==> src/rtl/fifo_insert_arbiter_pkg.sv <==
// Shared encodings and types for the multi-producer Fifo insert arbiter.
package fifo_insert_arbiter_pkg;

   typedef logic [0:0] arb_state_t;

   localparam arb_state_t ARB_IDLE   = 1'b0;
   localparam arb_state_t ARB_LOCKED = 1'b1;

endpackage

==> src/rtl/fifo_insert_arbiter_fifo.sv <==
// Circular-buffer Fifo; one slot is kept free so full and empty are distinguishable.
module fifo_insert_arbiter_fifo #(
   parameter int unsigned DATA_SIZE_END = 63,
   parameter int unsigned DEPTH_BITS    = 3
) (
   input  logic                   clk_i,
   input  logic                   reset_i,
   input  logic                   insert_value_i,
   input  logic                   pop_value_i,
   input  logic [DATA_SIZE_END:0] in_value_i,
   output logic [DATA_SIZE_END:0] out_value_o,
   output logic                   empty_o,
   output logic                   full_o
);

   localparam int unsigned Depth = 2 ** DEPTH_BITS;

   logic [DATA_SIZE_END:0]  mem_q [Depth];
   logic [DEPTH_BITS-1:0]   wr_ptr_q, wr_ptr_d;
   logic [DEPTH_BITS-1:0]   rd_ptr_q, rd_ptr_d;
   logic                    do_push, do_pop;

   always_comb begin
      empty_o  = (wr_ptr_q == rd_ptr_q);
      full_o   = ((wr_ptr_q + DEPTH_BITS'(1)) == rd_ptr_q);
      do_push  = insert_value_i & ~full_o;
      do_pop   = pop_value_i & ~empty_o;
      wr_ptr_d = do_push ? wr_ptr_q + DEPTH_BITS'(1) : wr_ptr_q;
      rd_ptr_d = do_pop ? rd_ptr_q + DEPTH_BITS'(1) : rd_ptr_q;
   end

   always_ff @(posedge clk_i) begin
      if (reset_i) begin
         wr_ptr_q <= '0;
         rd_ptr_q <= '0;
      end else begin
         wr_ptr_q <= wr_ptr_d;
         rd_ptr_q <= rd_ptr_d;
      end
   end

   always_ff @(posedge clk_i) begin
      if (do_push) begin
         mem_q[wr_ptr_q] <= in_value_i;
      end
   end

   assign out_value_o = mem_q[rd_ptr_q];

endmodule

==> src/rtl/fifo_insert_arbiter.sv <==
// Round-robin insert arbiter with burst lock in front of a shared Fifo, plus occupancy count.
module fifo_insert_arbiter
   import fifo_insert_arbiter_pkg::*;
#(
   parameter int unsigned NUM_REQ       = 4,
   parameter int unsigned DATA_SIZE_END = 63,
   parameter int unsigned DEPTH_BITS    = 3
) (
   input  logic                               clk_i,
   input  logic                               reset_i,
   input  logic [NUM_REQ-1:0]                 req_i,
   input  logic [NUM_REQ-1:0]                 req_last_i,
   input  logic [NUM_REQ*(DATA_SIZE_END+1)-1:0] req_data_i,
   output logic [NUM_REQ-1:0]                 grant_o,
   output logic                               out_valid_o,
   input  logic                               out_ready_i,
   output logic [DATA_SIZE_END:0]             out_data_o,
   output logic                               full_o,
   output logic [DEPTH_BITS-1:0]              count_o
);

   localparam int unsigned W    = DATA_SIZE_END + 1;
   localparam int unsigned IdxW = $clog2(NUM_REQ);
   localparam logic [IdxW-1:0] LastIdx = IdxW'(NUM_REQ - 1);
   localparam logic [IdxW:0]   NumReqW = (IdxW + 1)'(NUM_REQ);

   arb_state_t            state_q, state_d;
   logic [IdxW-1:0]       rr_ptr_q, rr_ptr_d;
   logic [IdxW-1:0]       owner_q, owner_d;
   logic [DEPTH_BITS-1:0] count_q, count_d;

   logic [2*NUM_REQ-1:0]  req_rot;
   logic [IdxW-1:0]       off;
   logic [IdxW:0]         win_sum;
   logic [IdxW-1:0]       win_idx;
   logic                  found;
   logic [IdxW-1:0]       grant_idx;
   logic                  insert;
   logic                  pop;
   logic                  fifo_empty;
   logic                  fifo_full;
   logic [W-1:0]          in_data;

   function automatic logic [IdxW-1:0] wrap_inc(input logic [IdxW-1:0] idx);
      if (idx == LastIdx) begin
         return '0;
      end
      return idx + 1'b1;
   endfunction

   // First requester at or after rr_ptr_q, modulo NUM_REQ.
   always_comb begin
      req_rot = {req_i, req_i} >> rr_ptr_q;
      found   = 1'b0;
      off     = '0;
      for (int i = 0; i < NUM_REQ; i++) begin
         if (!found && req_rot[i]) begin
            found = 1'b1;
            off   = IdxW'(i);
         end
      end
      win_sum = {1'b0, rr_ptr_q} + {1'b0, off};
      if (win_sum >= NumReqW) begin
         win_sum = win_sum - NumReqW;
      end
      win_idx = win_sum[IdxW-1:0];
   end

   always_comb begin
      grant_o   = '0;
      grant_idx = (state_q == ARB_LOCKED) ? owner_q : win_idx;
      if (!reset_i && !fifo_full) begin
         if (state_q == ARB_IDLE) begin
            if (found) begin
               grant_o[win_idx] = 1'b1;
            end
         end else if (req_i[owner_q]) begin
            grant_o[owner_q] = 1'b1;
         end
      end
      insert = |grant_o;
   end

   always_comb begin
      in_data = '0;
      for (int unsigned i = 0; i < NUM_REQ; i++) begin
         if (grant_o[i]) begin
            in_data = req_data_i[i*W +: W];
         end
      end
   end

   assign out_valid_o = ~fifo_empty;
   assign pop         = out_valid_o & out_ready_i;

   always_comb begin
      state_d  = state_q;
      rr_ptr_d = rr_ptr_q;
      owner_d  = owner_q;
      if (insert) begin
         if (state_q == ARB_IDLE) begin
            if (req_last_i[grant_idx]) begin
               rr_ptr_d = wrap_inc(grant_idx);
            end else begin
               owner_d = grant_idx;
               state_d = ARB_LOCKED;
            end
         end else if (req_last_i[owner_q]) begin
            state_d  = ARB_IDLE;
            rr_ptr_d = wrap_inc(owner_q);
         end
      end
   end

   always_comb begin
      count_d = count_q;
      unique case ({insert, pop})
         2'b10:   count_d = count_q + 1'b1;
         2'b01:   count_d = count_q - 1'b1;
         default: count_d = count_q;
      endcase
   end

   always_ff @(posedge clk_i) begin
      if (reset_i) begin
         state_q  <= ARB_IDLE;
         rr_ptr_q <= '0;
         owner_q  <= '0;
         count_q  <= '0;
      end else begin
         state_q  <= state_d;
         rr_ptr_q <= rr_ptr_d;
         owner_q  <= owner_d;
         count_q  <= count_d;
      end
   end

   assign count_o = count_q;
   assign full_o  = fifo_full;

   fifo_insert_arbiter_fifo #(
      .DATA_SIZE_END (DATA_SIZE_END),
      .DEPTH_BITS    (DEPTH_BITS)
   ) u_fifo (
      .clk_i          (clk_i),
      .reset_i        (reset_i),
      .insert_value_i (insert),
      .pop_value_i    (pop),
      .in_value_i     (in_data),
      .out_value_o    (out_data_o),
      .empty_o        (fifo_empty),
      .full_o         (fifo_full)
   );

   always_ff @(posedge clk_i) begin
      if (!reset_i) begin
         assert ($onehot0(grant_o));
         assert (!(insert && fifo_full));
      end
   end

endmodule

==> config.mk <==
export PLATFORM = sky130hd
export DESIGN_NAME = fifo_insert_arbiter
export DESIGN_NICKNAME = d
export VERILOG_FILES = /design/src/rtl/fifo_insert_arbiter_pkg.sv /design/src/rtl/fifo_insert_arbiter_fifo.sv /design/src/rtl/fifo_insert_arbiter.sv
export SDC_FILE = /design/constraint.sdc
export NUM_CORES = 1
export LEC_CHECK = 0
export BUFFER_PORTS_ARGS = -buffer_cell sky130_fd_sc_hd__buf_2
export CORE_UTILIZATION = 45
export CTS_CLUSTER_SIZE = 12
export DETAILED_ROUTE_END_ITERATION = 8
export PLACE_DENSITY = 0.67
export SYNTH_ARGS = -nofsm -noshare
export SYNTH_HDL_FRONTEND = slang
export SYNTH_SLANG_ARGS = --single-unit
==> constraint.sdc <==
create_clock -name clk_i -period 10.7 [get_ports clk_i]
set_clock_uncertainty 0.05 [all_clocks]
set_input_delay 0.535 -clock clk_i [delete_from_list [all_inputs] [get_ports clk_i]]
set_output_delay 0.535 -clock clk_i [all_outputs]
set_load 0.05 [all_outputs]
==> out/qor.txt <==
Sequential power share: 33.4%
Starting Density: 45.9%
R2R cell count: 11
Net switching power: 4.24 mW
Syn Inst Count: 1594
Combinational Power Share: 48.3%
Met1 Track Usage GR: 34.5%
Peak Freq: 196 MHz
Post-CTS Setup Bufs: 0
Met3 usage: 5.41%
Final setup TNS: 0 ns
Hold Vio Cnt, Final: 0
Synth warn: 0
Syn Area/Cell: 15.6 um^2
Hold crit path type: input pin to register
FF-to-FF End: u_fifo.mem_q[6][42]
TritonCTS Buffers: 56
CTS tree: done
Total GRT Usage: 26.2%
Slew of the pin with the lowest slew margin: 1.32 ns
Total detailed-routing wirelength: 74.3 mm
Remaining Overflow, GRT: 0
GR peak layer: met2
Initial antenna violation count: 17
RePlAce Congestion: 0.848
Root Buffer: clkbuf_16
Max Slew Vio Count: 0
Iter 0 DRT Violations: 1643
Asr flop ratio synth: 0%
Fill cell count: 4454
Post-Synth XOR/XNOR Area: 0.628%
Slew headroom: 12.2%
# hold bufs at CTS: 0
Internal power: 5.61 mW
CP Launch Type: register
Yosys top cell area share: 61.8%
Main combinational cell family by area after synthesis: multiplexers
Outcome: finished, final reports clean
Post-placement cell count: 2510
Core ar.: 0.0542 mm^2
Final std cells w/o fill: 2614
Switching share of power: 43.0%
H-Tree Level Count: 2
FF-to-FF Start: rr_ptr_q[0]
Distinct cells, synth: 55
Final setup viols: 0
Period utilization: 47.6%
Vias in the first global route: 16965
First-pass GRT wire length: 108 mm
CTS clk-pin slew, worst paths: 0.06 ns
Worst Setup EP: grant_o[3]
Adder-cell share of the synthesized area: 0.483%
M2 GR Usage: 42.9%
Minimum clock period: 5.09 ns
Max_cap viols: 0
DIE WIDTH: 237 um
Pwr Density: 341 mW/mm^2
RSZ-0062 raised after global routing: no
Area contributors post-synth: edfxtp_1 (62%), mux4_2 (12%), o41ai_2 (3.9%), mux2_2 (3.0%), a32oi_1 (2.3%)
Post-CTS sizing: 0
DRC Markers: 0
Syn nets: 1870
I/O pins: 340
Critical Path Sink Type: primary output
Largest area contributor in the netlist: edfxtp_1
Seq cells post-synth: 529
Register area share after synthesis: 63.1%
Post-detail-place hpwl: 42.5 mm
Maximum vdd drop: 0.292 mV
Number of clock sinks: 529
Post-synthesis simple-gate area fraction: 9.36%
Largest net degree at the start of global routing: 106
FP Rows: 85
R2r setup slk: 5.66 ns
Number of port buffers: 339
DR vias: 16862
Lkg Pwr: 10.0 nW
Die height: 237 um
Setup CP Type: register to primary output
Vias/cell: 6.45
Clk_lat worst skew: 0.61 ns
Layout cells sized above 1: 38.2%
CP max FO: 65
Number of enable flip-flop cells after synthesis: 512
Clk pwr share: 18.2%
Layout area overhead: 16.0%
Layout Nets: 2148
1st-pass router iterations: 5
Worst Setup SP: rr_ptr_q[0]
WP data arrival: 4.51 ns
CP Data Required Time: 10.12 ns
Antenna viol nets, final: 0
Post-synth top flop: edfxtp_1
DR WL/cell: 28.4 um
Mapped Area: 0.0249 mm^2
Area of the die: 0.0563 mm^2
Mux contribution to synthesized area: 15.0%
CTS Buffer Depth: 3
Compound-Gate Fraction of Synth Area: 8.66%
## worst max-delay path, cell delays in order (launching register included)
cell	delay (ns)
dfxtp_1	0.57
nor2_1	0.11
a221oi_1	0.34
o21ai_0	0.14
ha_1	0.42
and2_4	0.39
a22oi_2	1.11
buf_4	0.47
nor3_1	0.07
buf_2	0.24
## how the worst min path moves through the flow
stage                       startpoint                  to  slack, ns  cells after the start
floorplan           u_fifo.wr_ptr_q[0]  u_fifo.wr_ptr_q[0]       0.44                      2
global placement            count_o[2]          count_o[2]       0.43                      2
detailed placement          count_o[2]          count_o[2]       0.47                      2
CTS                            reset_i          count_o[0]       0.24                      2
global route                   reset_i          count_o[0]       0.26                      2
finish                         reset_i          count_o[0]       0.26                      2
## through the flow
step | utilization, % | power [mW] | instance area [um^2] | setup WS, ns | hold WS [ns]
final | 53.2 | 9.85 | 28900 | 5.61 | 0.262
after global routing | 53.2 | 10.3 | 28900 | 5.36 | 0.264
after CTS | 53.2 | 9.88 | 28900 | 5.55 | 0.243
after detailed placement | 50.1 | 8.08 | 27200 | 5.56 | 0.474
after global placement | 50.1 | 7.95 | 27200 | 5.75 | 0.426
after floorplan | - | 6.74 | 24900 | 3.57 | 0.436
## final cells by class
| type | count | area [um^2] | area share (%) |
|---|---|---|---|
| flip-flops and latches | 529 | 15700 | 54.5 |
| multi-input cells | 903 | 8610 | 29.8 |
| repair buffers | 372 | 1940 | 6.73 |
| clock buffers | 78 | 1540 | 5.32 |
| well taps | 696 | 871 | 3.02 |
| clock inverters | 21 | 140 | 0.485 |
| inverters | 10 | 37.5 | 0.130 |
| diodes | 5 | 12.5 | 0.0433 |
## power by group through the flow
stage	Combinational (mW)	Clock (mW)	Sequential [mW]
2_1_floorplan	3.44	0	3.30
6_report	4.76	1.80	3.30
5_1_grt	5.04	1.90	3.32
4_1_cts	4.76	1.83	3.30
3_5_place_dp	4.75	0	3.34
3_3_place_gp	4.64	0	3.32
## layout by cell type (no fill, tap or decap), drive strengths merged, types with 5 or more instances in the layout
cell | netlist | routed
o21ai | 67 | 67
dfxtp | 17 | 17
mux2i | 8 | 8
xor2 | 7 | 7
mux2 | 67 | 67
nand2 | 143 | 143
clkinv | 0 | 16
nor2 | 87 | 87
o41ai | 64 | 64
nand3 | 66 | 66
buf | 43 | 372
a21oi | 6 | 6
inv | 10 | 13
xnor2 | 6 | 6
a32oi | 65 | 65
and3 | 65 | 65
ha | 8 | 8
diode | 0 | 5
edfxtp | 512 | 512
and4 | 64 | 64
mux4 | 129 | 129
nor3 | 9 | 9
clkbuf | 109 | 78
## cell families after synthesis
family,Yosys count
adder cells (fa/ha/maj),9
flip-flops,529
AO/OA/AOI/OAI,223
multiplexers,204
buffers and inverters,162
AND/OR/NAND/NOR,453
XOR/XNOR,14
## sequential cells by signal (all words and copies together) (netlist names), named ones only
| name | cells |
|---|---|
| u_fifo.mem_q | 512 |
| rr_ptr_q | 2 |
| count_o | 3 |
| owner_q | 2 |
| u_fifo.rd_ptr_q | 3 |
| u_fifo.wr_ptr_q | 3 |
| state_q | 1 |
## per-layer routing
| metal | up-vias | wire length, um |
|---|---|---|
| li1 | 7020 | - |
| met1 | 8590 | 27900 |
| met3 | 192 | 7940 |
| met5 | - | 164 |
| met2 | 1034 | 35700 |
| met4 | 26 | 2560 |
## Yosys cell counts, types with 2 or more instances
master and n:
dfxtp_1 17, buf_6 7, nand3_1 66, buf_2 10, mux2i_1 8, a211oi_1 2
xor2_1 7, nor2_1 87, and2_1 3, mux2_2 67, ha_1 8, and4_1 64
xnor2_1 5, a21oi_1 6, o41ai_1 4, o41ai_2 60, inv_1 10, buf_1 26
nor3b_1 4, clkbuf_1 109, edfxtp_1 512, and3_1 65, or2_2 2, o21ai_0 60
o21ai_1 7, a32oi_1 64, nor4_1 2, mux4_2 129, a22o_1 2, nand2b_1 4
nor3_1 9, nor2b_1 2, o21a_1 2, nand2_1 143
No activity file was read; power rests on OpenSTA's default activity.
